`src/rtl/stopwatch_display.sv`:
```
// Four-digit multiplexed MM.SS display driver for a stopwatch.
// The minutes/seconds pair is captured once per full scan so a scan never mixes
// two different values, and all display outputs are registered.
module stopwatch_display #(
   parameter int unsigned REFRESH_DIV = 50000,
   parameter int unsigned GUARD       = 2
) (
   input  logic       clk,
   input  logic       rst_n,
   input  logic [7:0] minutes,
   input  logic [7:0] seconds,
   input  logic       blank,
   output logic [6:0] seg,
   output logic [3:0] an,
   output logic       dp
);

   localparam int unsigned CW  = (REFRESH_DIV > 1) ? $clog2(REFRESH_DIV) : 1;
   localparam int unsigned VW  = 8;
   localparam int unsigned SW  = 7;
   localparam int unsigned AW  = 4;

   localparam logic [SW-1:0] SEG_OFF  = 7'h7F;
   localparam logic [SW-1:0] SEG_DASH = 7'b0111111;
   localparam logic [AW-1:0] AN_OFF   = 4'b1111;

   logic [CW-1:0] cnt_q, cnt_d;
   logic [1:0]    idx_q, idx_d;
   logic [VW-1:0] min_q, min_d;
   logic [VW-1:0] sec_q, sec_d;
   logic [SW-1:0] seg_d;
   logic [AW-1:0] an_d;
   logic          dp_d;

   logic          wrap;
   logic          guard;
   logic          pair_hi;
   logic          pair_bad;
   logic [VW-1:0] pair_val;
   logic [3:0]    digit;

   // Active-low {g,f,e,d,c,b,a} pattern for a decimal digit
   function automatic logic [SW-1:0] encode(input logic [3:0] d);
      logic [SW-1:0] s;
      case (d)
         4'd0:    s = 7'b1000000;
         4'd1:    s = 7'b1111001;
         4'd2:    s = 7'b0100100;
         4'd3:    s = 7'b0110000;
         4'd4:    s = 7'b0011001;
         4'd5:    s = 7'b0010010;
         4'd6:    s = 7'b0000010;
         4'd7:    s = 7'b1111000;
         4'd8:    s = 7'b0000000;
         4'd9:    s = 7'b0010000;
         default: s = SEG_DASH;
      endcase
      return s;
   endfunction

   // Refresh counter, digit index and once-per-scan snapshot
   always_comb begin
      wrap  = (cnt_q == CW'(REFRESH_DIV - 1));
      cnt_d = cnt_q + CW'(1);
      idx_d = idx_q;
      min_d = min_q;
      sec_d = sec_q;
      if (wrap) begin
         cnt_d = '0;
         idx_d = idx_q + 2'd1;
         if (idx_q == 2'd3) begin
            min_d = minutes;
            sec_d = seconds;
         end
      end
   end

   // Digit selection: index 0/1 = seconds ones/tens, 2/3 = minutes ones/tens
   always_comb begin
      pair_hi  = idx_q[1];
      pair_val = pair_hi ? min_q : sec_q;
      pair_bad = pair_hi ? (min_q > 8'd99) : (sec_q > 8'd59);
      digit    = idx_q[0] ? 4'(pair_val / 8'd10) : 4'(pair_val % 8'd10);
   end

   // Next display outputs: guard blanks only the anode, blank forces everything off
   always_comb begin
      guard = (cnt_q < CW'(GUARD));
      seg_d = pair_bad ? SEG_DASH : encode(digit);
      an_d  = guard ? AN_OFF : ~(4'b0001 << idx_q);
      dp_d  = ~((idx_q == 2'd2) && !guard);
      if (blank) begin
         seg_d = SEG_OFF;
         an_d  = AN_OFF;
         dp_d  = 1'b1;
      end
   end

   // Scan state registers
   always_ff @(posedge clk or negedge rst_n) begin
      if (!rst_n) begin
         cnt_q <= '0;
         idx_q <= '0;
         min_q <= '0;
         sec_q <= '0;
      end else begin
         cnt_q <= cnt_d;
         idx_q <= idx_d;
         min_q <= min_d;
         sec_q <= sec_d;
      end
   end

   // Registered display outputs
   always_ff @(posedge clk or negedge rst_n) begin
      if (!rst_n) begin
         seg <= SEG_OFF;
         an  <= AN_OFF;
         dp  <= 1'b1;
      end else begin
         seg <= seg_d;
         an  <= an_d;
         dp  <= dp_d;
      end
   end

endmodule
```
`config.mk`:
```
export PLATFORM = sky130hd
export DESIGN_NAME = stopwatch_display
export DESIGN_NICKNAME = d
export VERILOG_FILES = /design/src/rtl/stopwatch_display.sv
export SDC_FILE = /design/constraint.sdc
export NUM_CORES = 1
export LEC_CHECK = 0
export ABC_AREA = 1
export BUFFER_PORTS_ARGS = -buffer_cell sky130_fd_sc_hd__buf_4
export CORE_MARGIN = 5
export CORE_UTILIZATION = 25
export CTS_CLUSTER_DIAMETER = 50
export CTS_CLUSTER_SIZE = 14
export DETAILED_ROUTE_END_ITERATION = 12
export REMOVE_ABC_BUFFERS = 1
export SYNTH_ARGS = -nofsm -noshare
export SYNTH_HDL_FRONTEND = slang
export SYNTH_SLANG_ARGS = --single-unit
export TNS_END_PERCENT = 5
```
`constraint.sdc`:
```
create_clock -name clk -period 3.7 [get_ports clk]
set_input_delay 0.555 -clock clk [delete_from_list [all_inputs] [get_ports clk]]
set_output_delay 0.555 -clock clk [all_outputs]
set_load 0.005 [all_outputs]
```
# After elaboration in Yosys (flattened, before gate mapping)
# Memory sizes are Yosys's and may differ from the RTL's.
# Index checks and enable logic that the tools add are counted.
# word_totals
reg_bits,46
romBits,112
input_bits,19
output_inout_bits,12
word_cells,33
memories,1
# op_classes
addsub,2
div_mod_pow,2
magnitude_cmp,3
eq_ne,3
n_shift,1
mux,9
bitwise,2
reduce_logical,3
# mem_list
memory,depth,width,read_ports,rd_ports_with_merged_regs,write_ports,line,text
(no name shown),16,7,1,0,0,45,case (d)
# op_table
cell,count
16-bit by 1-bit adder with 16-bit output (second input constant),1
16-bit == test (second input constant),1
16-bit by 2-bit < comparator with 1-bit output (second input constant),1
16-bit 2-to-1 mux,1
7-bit 2-to-1 mux,2
4-bit 2-to-1 mux,3
8-bit by 4-bit divider with 8-bit output (second input constant),1
8-bit by 6-bit greater-than comparator with 1-bit output (second input constant),1
8-bit by 7-bit greater-than comparator with 1-bit output (second input constant),1
8-bit by 4-bit modulo with 8-bit output (second input constant),1
8-bit 2-to-1 mux,1
2-bit == test (second input constant),2
4-bit inverter,1
1-bit by 2-bit left shift with 4-bit output (first input constant),1
2-bit by 1-bit adder with 2-bit output (second input constant),1
1-bit 2-to-1 mux,2
2-bit AND reduction,1
1-bit logical AND,1
1-bit zero test,1
1-bit inverter,1

# Depth between registers and ports, before layout
# Gate-level depths: netlist (run 1).
# An unclocked memory read counts as a cell.
# depth
word_depth,6
ltp_mapped,35
mapped_depth_nobuf,33

# Worst setup path before layout (run 1)
# Ideal clock, no wire load.
# synth_path
path_type,reg-to-reg
from,register idx_q[1]
to,register seg[3]
setup_ns,0.086
t_arrival_ns,3.450
required_time_ns,3.614
path_slack_ns,0.163
path_stages_with_launch,30
n_path_buf,2
period_less_slack_ns,3.537
cell_sequence,dfrtp_1 -> buf_6 -> inv_2 -> buf_6 -> nand2_1 -> nand2_1 -> inv_2 -> ha_1 -> a21oi_1 -> a21oi_4 -> nand2_4 -> nand3_2 -> nand2_2 -> nand2_2 -> nand2_4 -> nand3_4 -> nand2_1 -> nand3_2 -> nand2_2 -> nand2_2 -> nand2_1 -> nand2_2 -> nor2_4 -> nand2_2 -> o21ai_1 -> inv_1 -> ha_1 -> nand3_1 -> nand3_1 -> nand2_1
# synth_via
elab_chain_cells,6
word_cells_on_any_way,8
classes_between,2 x div; 5 x mux; 1 x memory
# synth_rtl
element,line,text
"start, declared",28,"logic [1:0] idx_q, idx_d;"
"start signal, assigned",108,idx_q <= idx_d;
8-bit 2-to-1 mux,81,pair_val = pair_hi ? min_q : sec_q;
8-bit by 4-bit modulo with 8-bit output or 8-bit by 4-bit divider with 8-bit output (tied branches),83,digit = idx_q[0] ? 4'(pair_val / 8'd10) : 4'(pair_val % 8'd10);
4-bit 2-to-1 mux,83,
memory read 16 x 7 bit,-,
7-bit 2-to-1 mux (*),89,seg_d = pair_bad ? SEG_DASH : encode(digit);
7-bit 2-to-1 mux (*),92,if (blank) begin
net seg_d[3],31,logic [SW-1:0] seg_d;
"end signal, assigned",121,seg <= seg_d;
"end, declared",13,"output logic [6:0] seg,"
# The timed path passes the listed nets; every way through them passes the cells marked *.
# A chain may end at the register's enable or synchronous reset.

# Final worst setup path (run 1)
# layout_path
from,register idx_q[1]
to,register seg[0]
# Same word-level chain as after synthesis.

==> results by group, run 1 <==
Status
  – Status: completed

GRT
  – Total global-route track usage: 0.09706
  – Largest net degree at the start of global routing: 46
  – Initial antenna violation count: 0
  – Vias in the first global route: between 2000 and 2500
  – GRT overflow: 0
  – First-pass GRT wire length: ~10000 um

Drt
  – Routed WL: between 6000 and 7000 um
  – DRC: 0
  – Detail Route Antenna Nets: 0
  – Starting DRT DRC Count: 94
  – TritonRoute pass-1 iters: 4
  – Via Count: around 2200
  – Wire per inst: around 12 um
  – Via density: ~4.3

Critical path
  – Crit-path max cell delay: 0.45 ns
  – Most frequent cell on the critical path: nand2_2
  – Critical path startpoint category: register
  – Crit-path max FO: 7
  – CP required: 3.94 ns
  – WP buf/inv: 3
  – Critical path arrival: between 3 and 4 ns
  – Critical Path Sink Type: register
  – Crit path kind: reg -> reg
  – Family with the most delay on the worst path: simple AND/OR/NAND/NOR gates
  – Crit-path slowest cell: dfrtp_2

Layout
  – Nets: approximately 410
  – Layout cells sized above 1: 0.3455
  – Synth-to-Final Area Change: 23.76%
  – Reg area: ~1100 um^2
  – Ant. Diodes: 0
  – Area of the multi-input gates: about 1500 um^2
  – Fillers: roughly 1100

Floorplan
  – Core area: approximately 11000 um^2
  – I/O pin total: 31
  – Die Width: between 100 and 150 um
  – Site row count: 38
  – Die area: around 13000 um^2
  – Die Y: 115.3 um
  – Starting Density: 0.2555

Power
  – Leakage: about 1.6 nW
  – Overall power: between 1 and 1.5 mW
  – Worst VDD drop: ~0.13 mV
  – PD cells: approximately 400 nW/um^2

Placement
  – Pre-CTS setup slack: about 0.0047 ns
  – DP Wirelength: around 4600 um
  – Gp weighted congestion: 0.8190
  – Port buffer count: 30

Clock tree
  – H-tree Lvls: 2
  – TritonCTS Sinks: 45
  – Clock buffer depth: 2
  – Clk_lat worst skew: between 0.3 and 0.4 ns
  – Root cell of the clock tree: clkbuf_8
  – TritonCTS clock tree: yes
  – Clock transition at path regs: 0.09 ns
  – Cts hold-fix bufs: 0
  – CTS buffer count: 5

Logic synthesis
  – Synth area leaders: dfrtp_1 31%, nand2_1 11%, dfstp_2 10%, mux2_2 6.5%, inv_1 5.1%
  – Distinct cells, synth: 35
  – Synth top area share: 0.3071
  – Synth warnings: 0
  – Mean post-synth cell area: between 8 and 9 um^2
  – Number of synthesized register bits: 45
  – Mapped Area: ~2800 um^2
  – Syn Inst Count: 335
  – Cell accounting for the most synthesized area: dfrtp_1
  – Register area share after synthesis: 0.4115

STA
  – Setup TNS: 0 ns
  – Final hold violation count: 0
  – Achievable Freq: between 0.2 and 0.3 GHz
  – Final min period: ~3.5 ns
  – Worst Tran Pin Value: between 0.6 and 0.7 ns
  – Slew Viols, Final: 0
  – PnR worst setup slack: 0.2325 ns
  – Worst clock skew: 0.01031 ns
  – Worst relative slew slack: 0.5487
  – Final setup vio count: 0
  – Tcrit/Tclk final: 0.9372
  – Worst Hold Margin: 0.2334 ns

Flow run
  – Max Cap Violations: 0

Hold path
  – Hold crit path type: in -> async
-- cells in the mapped netlist, drive strengths merged --
master and number:
a31oi 1, xor2 5, a21oi 6, buf 3
dfstp 11, or2 4, nor3b 1, nand3 30
o21bai 1, o21ai 15, inv 45, clkinv 2
nand2 100, dfrtp 34, a41oi 1, nand3b 2
nor2 34, mux2 16, clkbuf 1, ha 11
nor3 3, a21o 1, nand4 5, nor4 3
-- cell families after synthesis --
logic type / share of synthesized area
xor+xnor: 0.01581
fa+ha+maj: 0.04968
buf+inv: 0.07588
flops: 0.4115
simple gates: 0.3198
compound gates: 0.06233
mux: 0.06504
-- cell type report --
class,count,share of cell area
flip-flops and latches,45,0.3328
repair buffers,43,0.09416
clock buffers,7,0.02518
clock inverters,1,0.008759
well taps,140,0.05109
inverters,47,0.05219
multi-input cells,239,0.4358
-- per-layer routing --
metal	track usage	routed length, um	vias up	part of all wire
li1	-	-	1157	-
met1	0.1091	2732	1042	0.44
met2	0.1721	3186	24	0.51
met3	0.02421	152	10	0.024
met4	0.04460	165	0	0.026
met5	0	0	-	0
-- repair_timing --
action / in CTS / in global routing
setup buffers: 0 / 10
endpoints found under the setup margin: 1 / 7
pin swaps: 0 / 13
resized for setup: 1 / 20
-- cell usage in the layout, fill, tap and decap left out, types with 2 or more instances in the layout --
| cell | n |
|---|---|
| a21oi_1 | 4 |
| buf_4 | 43 |
| clkbuf_8 | 6 |
| clkinv_1 | 2 |
| dfrtp_1 | 33 |
| dfstp_2 | 11 |
| ha_1 | 10 |
| inv_1 | 37 |
| inv_2 | 7 |
| mux2_2 | 16 |
| nand2_1 | 73 |
| nand2_2 | 18 |
| nand2_4 | 9 |
| nand3_1 | 25 |
| nand3_2 | 3 |
| nand3_4 | 2 |
| nand3b_1 | 2 |
| nand4_1 | 5 |
| nor2_1 | 32 |
| nor2_4 | 2 |
| nor3_1 | 3 |
| nor4_1 | 3 |
| o21ai_0 | 9 |
| o21ai_1 | 2 |
| o21ai_2 | 2 |
| o21ai_4 | 2 |
| or2_2 | 3 |
| xor2_1 | 5 |
-- per-stage QoR --
stage | std cells | area [um^2] | utilization
global route | 522 | 3428 | 0.3163
global placement | 504 | 3159 | 0.2914
CTS | 512 | 3279 | 0.3025
detailed placement | 504 | 3159 | 0.2914
floorplan | 331 | 2736 | -
finish | 522 | 3428 | 0.3163
-- flip-flops by register name, summed over array words and instances, names as in the netlist --
signal	count
cnt_q	16
min_q	8
sec_q	8
seg	7
an	4
idx_q	2
-- path summary, 6_finish.rpt --
| check | from | to | slack [ns] | cells after the start |
|---|---|---|---|---|
| worst max-delay path | idx_q[1]$_DFFE_PN0N_ | seg[0]$_DFF_PN1_ | 0.23 | 30 |
| worst min-delay path | rst_n | cnt_q[12]$_DFF_PN0_ | 0.23 | 1 |
| worst max register to register | idx_q[1]$_DFFE_PN0N_ | seg[0]$_DFF_PN1_ | 0.23 | 30 |
| worst min register to register | cnt_q[0]$_DFF_PN0_ | cnt_q[0]$_DFF_PN0_ | 0.46 | 1 |
| max in group asynchronous | rst_n | idx_q[1]$_DFFE_PN0N_ | 3.03 | 1 |
| min in group clk | cnt_q[0]$_DFF_PN0_ | cnt_q[0]$_DFF_PN0_ | 0.46 | 1 |
-- report_power, final --
part           internal, mW  switching, mW
registers             0.515        0.00976
logic                 0.167          0.248
clock network         0.221          0.181
Note: power is estimated with default switching activity, not from simulation.
==> run 2, diff against run 1 <==
CTS_BUF_LIST = sky130_fd_sc_hd__clkbuf_16   (was not set)
==> run 2 against run 1 <==
Die area did not move. Count of clock-buffer cells in the layout down 2. Clock power increased by 26%. Non-clock buffer count is the same. Via count grew 0.85%. Critical path depth stayed put. Power is 7.9% higher. Sequential power about the same. Critical path type unchanged. Global-route usage fell by 0.066 points. Sequential share of layout area decreased by 0.44 points. Maximum frequency down 0.10%. Cell area increased by 1.4%.
==> results by group, run 2 (synthesis gave the netlist of run 1 again) <==
Layout
  – Layout cells sized above 1: 0.3429 (-0.002618)
  – Ant. Diodes: 0 (unchanged)
  – Reg area: 1141 um^2 (unchanged)
  – Most frequent cells in the layout: 73 x nand2_1, 43 x buf_4, 38 x inv_1, 33 x dfrtp_1, 32 x nor2_1
  – Area of the multi-input gates: 1494 um^2 (unchanged)
  – Final cell count without fillers: 522 (unchanged)
  – Largest register FFs: 16 (unchanged)
  – Commonest non-fill, non-tap cell in the layout: nand2_1
  – Nets: 411 (unchanged)
  – Fin area: 3475 um^2 (+1.4%)
  – Fillers: 1140 (-0.70%)
  – Largest reg by FF count: cnt_q
  – Synth-to-Final Area Change: 25.43%
  – Largest regs: cnt_q x16, min_q x8, sec_q x8

GRT
  – Initial antenna violation count: 0 (unchanged)
  – Routing usage on met3: 0.02421 (unchanged)
  – Total global-route track usage: 0.09641 (-0.0006573)
  – Most used routing layer in global routing: met2
  – GRT overflow: 0 (unchanged)
  – Met2 GRT Util: 0.1713 (-0.0007716)
  – GR Util met1: 0.1088 (-0.0003238)
  – First-pass GRT wire length: 10130 um (-0.40%)
  – Largest net degree at the start of global routing: 46 (unchanged)
  – Vias in the first global route: 2243 (-0.13%)

Drt
  – Detail Route Antenna Nets: 0 (unchanged)
  – TritonRoute pass-1 iters: 4 (unchanged)
  – Routed WL: 6235 um (about the same)
  – Via density: 4.314 (+0.85%)
  – Via Count: 2252 (+0.85%)
  – Starting DRT DRC Count: 113 (+20%)
  – DRC: 0 (unchanged)
  – Wire per inst: 11.94 um (about the same)

Power
  – PD cells: 416.2 nW/um^2 (+6.4%)
  – Leakage: 1.660 nW (+1.5%)
  – Worst VDD drop: 0.1596 mV (+22%)
  – Overall power: 1.446 mW (+7.9%)

Placement
  – Pre-CTS setup slack: 0.004653 ns (unchanged)
  – Dpl cell area: 3159 um^2 (unchanged)
  – # placed instances: 504 (unchanged)
  – DP Wirelength: 4592 um (unchanged)
  – Port buffer count: 30 (unchanged)
  – Gp weighted congestion: 0.8190 (unchanged)

Clock tree
  – Clk_lat worst skew: 0.29 ns (-0.03 ns)
  – H-tree Lvls: 2 (unchanged)
  – Clock transition at path regs: 0.07 ns (-0.02 ns)
  – Cts hold-fix bufs: 0 (unchanged)
  – CTS buffer count: 5 (unchanged)
  – TritonCTS Sinks: 45 (unchanged)
  – Clock buffer depth: 2 (unchanged)
  – Root cell of the clock tree: clkbuf_16
  – TritonCTS clock tree: yes

Critical path
  – Crit-path max cell delay: 0.44 ns (about the same)
  – WP buf/inv: 3 (unchanged)
  – CP required: 3.91 ns (-0.03 ns)
  – Family with the most delay on the worst path: simple AND/OR/NAND/NOR gates
  – Crit-path max FO: 7 (unchanged)
  – Crit path kind: reg -> reg
  – Crit-path slowest cell: dfrtp_2
  – Most frequent cell on the critical path: nand2_2
  – Critical path startpoint category: register
  – Critical Path Sink Type: register
  – Critical path arrival: 3.69 ns (-0.02 ns)

Floorplan
  – Site row count: 38 (unchanged)
  – Die Width: 115.3 um (unchanged)
  – Starting Density: 0.2555 (unchanged)
  – Core area: 10840 um^2 (unchanged)
  – I/O pin total: 31 (unchanged)
  – Die Y: 115.3 um (unchanged)
  – Die area: 13290 um^2 (unchanged)

STA
  – Worst Hold Margin: 0.2636 ns (+0.03023 ns)
  – Tcrit/Tclk final: 0.9382 (+0.0009827)
  – Worst clock skew: 0.007900 ns (-0.002413 ns)
  – Worst relative slew slack: 0.5514 (+0.002700)
  – Worst Tran Pin Value: 0.6658 ns (-0.004008 ns)
  – Slew Viols, Final: 0 (unchanged)
  – PnR worst setup slack: 0.2288 ns (-0.003636 ns)
  – Final hold violation count: 0 (unchanged)
  – Final min period: 3.471 ns (+0.003636 ns)
  – Achievable Freq: 0.2881 GHz (-0.10%)
  – Final setup vio count: 0 (unchanged)

Hold path
  – Hold crit path type: in -> async

Status
  – Status: completed

Flow run
  – Max Cap Violations: 0 (unchanged)
[run 2: cell types whose count changed in the layout (fill, tap and decap cells not counted), sizes merged]
cell	change
inv	+1
clkbuf	-2
clkinv	+1
[run 2: final timing paths]
kind / startpoint / to / slack (ns) / depth (start not counted)
hold reg to reg: cnt_q[0]$_DFF_PN0_ / cnt_q[0]$_DFF_PN0_ / 0.46 / 1
max in group asynchronous: rst_n / idx_q[1]$_DFFE_PN0N_ / 3.00 / 1
setup reg to reg: idx_q[1]$_DFFE_PN0N_ / seg[0]$_DFF_PN1_ / 0.23 / 30
hold / removal: rst_n / cnt_q[8]$_DFF_PN0_ / 0.26 / 1
min in group clk: cnt_q[0]$_DFF_PN0_ / cnt_q[0]$_DFF_PN0_ / 0.46 / 1
setup / recovery: idx_q[1]$_DFFE_PN0N_ / seg[0]$_DFF_PN1_ / 0.23 / 30
[run 2: where the power goes]
group	leakage, nW	internal, mW	switching (mW)
Sequential	0.538	0.516	0.00968
Clock	0.0826	0.314	0.192
Combinational	1.04	0.167	0.248
Total	1.66	0.997	0.450
[run 2: stage by stage]
| step | utilization | TNS (ns) |
|---|---|---|
| after floorplan | - | 0 |
| after global placement | 0.2914 | 0 |
| after detailed placement | 0.2914 | 0 |
| after CTS | 0.3068 | 0 |
| after global routing | 0.3205 | -0.02682 |
| final | 0.3205 | 0 |
[run 2: final cells by class]
type | instances | share of cell area
well taps | 140 | 0.05041
clock buffers | 5 | 0.03601
flip-flops and latches | 45 | 0.3284
clock inverters | 3 | 0.01080
repair buffers | 43 | 0.09291
inverters | 47 | 0.05149
multi-input cells | 239 | 0.4300
[run 2: repair_timing]
item	CTS	global route
pin swaps	0	13
setup buffers	0	10
gates resized for setup	1	20
setup endpoints to repair	1	7
[run 2: metal layers]
metal | part of all wire | up-vias
met5 | 0 | -
met4 | 0.024 | 0
met3 | 0.027 | 12
met2 | 0.51 | 29
met1 | 0.44 | 1052
li1 | - | 1159
==> run 3, diff against run 2 <==
CORE_ASPECT_RATIO = 0.5   (was not set)
SKIP_LAST_GASP = 1   (was not set)
==> run 3 against run 2 <==
Highest routed layer unchanged. First-iteration DRC count decreased by 47%. Utilization fell by 0.47 points. Wire length decreased by 11%. Sequential share of layout area grew 0.27 points. Register-to-register slack gained 0.03 ns.
==> results by group, run 3 (synthesis gave the netlist of run 1 again) <==
STA
  – Worst clock skew: 0.004545 ns (-0.003355 ns)
  – PnR worst setup slack: 0.2562 ns (+0.02741 ns)
  – Worst relative slew slack: 0.5349 (-0.01652)
  – Worst Tran Pin Value: 0.6959 ns (+0.03012 ns)
  – Final hold violation count: 0 (unchanged)
  – Final min period: 3.444 ns (-0.02741 ns)
  – Tcrit/Tclk final: 0.9307 (-0.007408)
  – Slew Viols, Final: 0 (unchanged)
  – Final setup vio count: 0 (unchanged)
  – Achievable Freq: 0.2904 GHz (+0.80%)
  – Setup TNS: 0 ns (unchanged)

Status
  – Status: completed

GRT
  – Initial antenna violation count: 0 (unchanged)
  – Total global-route track usage: 0.08616 (-0.01025)
  – Vias in the first global route: 2237 (-0.27%)
  – Largest net degree at the start of global routing: 46 (unchanged)
  – GRT overflow: 0 (unchanged)
  – First-pass GRT wire length: 9984 um (-1.4%)

Layout
  – Most frequent cells in the layout: 72 x nand2_1, 42 x buf_4, 36 x inv_1, 33 x dfrtp_1, 32 x nor2_1
  – Fillers: 1142 (+0.18%)
  – Commonest non-fill, non-tap cell in the layout: nand2_1
  – Layout cells sized above 1: 0.3465 (+0.003525)
  – Final cell count without fillers: 526 (+0.77%)
  – Largest register FFs: 16 (unchanged)
  – Ant. Diodes: 0 (unchanged)
  – Fin util: 0.3158 (-0.004733)
  – Synth-to-Final Area Change: 24.39%
  – Nets: 410 (-0.24%)
  – Largest regs: cnt_q x16, min_q x8, sec_q x8
  – Largest reg by FF count: cnt_q

Clock tree
  – TritonCTS clock tree: yes
  – Clock buffer depth: 2 (unchanged)
  – Cts hold-fix bufs: 0 (unchanged)
  – Clock transition at path regs: 0.06 ns (about the same)
  – TritonCTS Sinks: 45 (unchanged)
  – CTS buffer count: 5 (unchanged)
  – Root cell of the clock tree: clkbuf_16
  – H-tree Lvls: 2 (unchanged)
  – Clk_lat worst skew: 0.28 ns (about the same)

Critical path
  – Critical path arrival: 3.64 ns (-0.05 ns)
  – Crit-path max FO: 7 (unchanged)
  – Critical path startpoint category: register
  – Crit-path slowest cell: dfrtp_2
  – CP required: 3.90 ns (about the same)
  – Worst R2R Start: idx_q[1]$_DFFE_PN0N_
  – Family with the most delay on the worst path: simple AND/OR/NAND/NOR gates
  – Levels on crit path: 27 (-10%)
  – Critical Path Sink Type: register
  – Reg2Reg Capture Point: seg[0]$_DFF_PN1_
  – WP buf/inv: 5 (+2)
  – Flop2flop setup slack: 0.26 ns (+0.03 ns)
  – Crit path kind: reg -> reg
  – Worst reg2reg path depth: 27 (-10%)
  – Crit-path max cell delay: 0.45 ns (about the same)

Power
  – PD cells: 392.2 nW/um^2 (-5.8%)
  – Worst VDD drop: 0.2336 mV (+46%)
  – Leakage: 1.634 nW (-1.6%)

Drt
  – TritonRoute pass-1 iters: 4 (unchanged)
  – Routed WL: 5574 um (-11%)
  – Via Count: 2219 (-1.5%)
  – Via density: 4.219 (-2.2%)
  – Detail Route Antenna Nets: 0 (unchanged)
  – DRC: 0 (unchanged)
  – Starting DRT DRC Count: 60 (-47%)
  – Wire per inst: 10.60 um (-11%)

Placement
  – Port buffer count: 30 (unchanged)
  – Pre-CTS setup slack: 0.02644 ns (+0.02178 ns)
  – Gp weighted congestion: 0.7988 (-2.5%)
  – DP Wirelength: 4150 um (-9.6%)
  – # placed instances: 509 (+0.99%)

Floorplan
  – Core area: 10910 um^2 (+0.66%)
  – Die Width: 158.9 um (+38%)
  – I/O pin total: 31 (unchanged)
  – Site row count: 27 (-29%)
  – Die Y: 84.44 um (-27%)
  – Starting Density: 0.2539 (-0.001670)
  – Die area: 13410 um^2 (+0.96%)

Flow run
  – Max Cap Violations: 0 (unchanged)

Hold path
  – Hold crit path type: in -> async
[run 3: what timing repair did]
action / CTS / global route
setup endpoints to repair: 0 / 7
hold endpoints to repair: 0 / 0
buffers inserted: 0 / 9
gates resized for setup: 0 / 22
[run 3: worst max path at each step]
stage | startpoint | end | slack [ns]
finish | idx_q[1]$_DFFE_PN0N_ | seg[0]$_DFF_PN1_ | 0.26
floorplan | idx_q[1]$_DFFE_PN0N_ | seg[3]$_DFF_PN1_ | 0.18
CTS | idx_q[1]$_DFFE_PN0N_ | seg[0]$_DFF_PN1_ | 0.02
detailed placement | idx_q[1]$_DFFE_PN0N_ | seg[0]$_DFF_PN1_ | 0.03
global placement | idx_q[1]$_DFFE_PN0N_ | seg[0]$_DFF_PN1_ | 0.11
global route | idx_q[1]$_DFFE_PN0N_ | seg[0]$_DFF_PN1_ | -0.08
[run 3: routing by layer]
metal,GRT usage,wire [um]
met1,0.1082,2618
met5,0,0
met2,0.1541,2824
met4,0.02477,65
met3,0.01373,66
[run 3: cell type report]
class | count | area [um^2] | share of cell area
clock buffers | 5 | 125.1 | 0.03631
clock inverters | 3 | 12.51 | 0.003631
inverters | 47 | 178.9 | 0.05192
multi-input cells | 239 | 1491 | 0.4328
flip-flops and latches | 45 | 1141 | 0.3312
well taps | 145 | 181.4 | 0.05265
repair buffers | 42 | 315.3 | 0.09150
[run 3: worst register-to-register path, delay by kind of cell, from the launching register on]
family / cells / cell delay, ns
compound gates: 4 / 0.60
xor+xnor: 1 / 0.13
fa+ha+maj: 2 / 0.42
buf+inv: 5 / 0.46
flops: 1 / 0.45
simple gates: 15 / 1.30
[run 3: stage by stage]
step	area, um^2	power, mW	hold slack, ns
2_1_floorplan	2736	0.8091	0.2594
3_3_place_gp	3166	0.8953	0.4570
3_5_place_dp	3166	0.8980	0.4577
4_1_cts	3303	1.324	0.2949
5_1_grt	3446	1.444	0.3253
6_report	3446	1.352	0.2724
[run 3: power breakdown]
| part | internal, mW | switching [mW] |
|---|---|---|
| sequential | 0.516 | 0.00938 |
| clock | 0.244 | 0.175 |
| combinational | 0.163 | 0.244 |
| total | 0.923 | 0.429 |
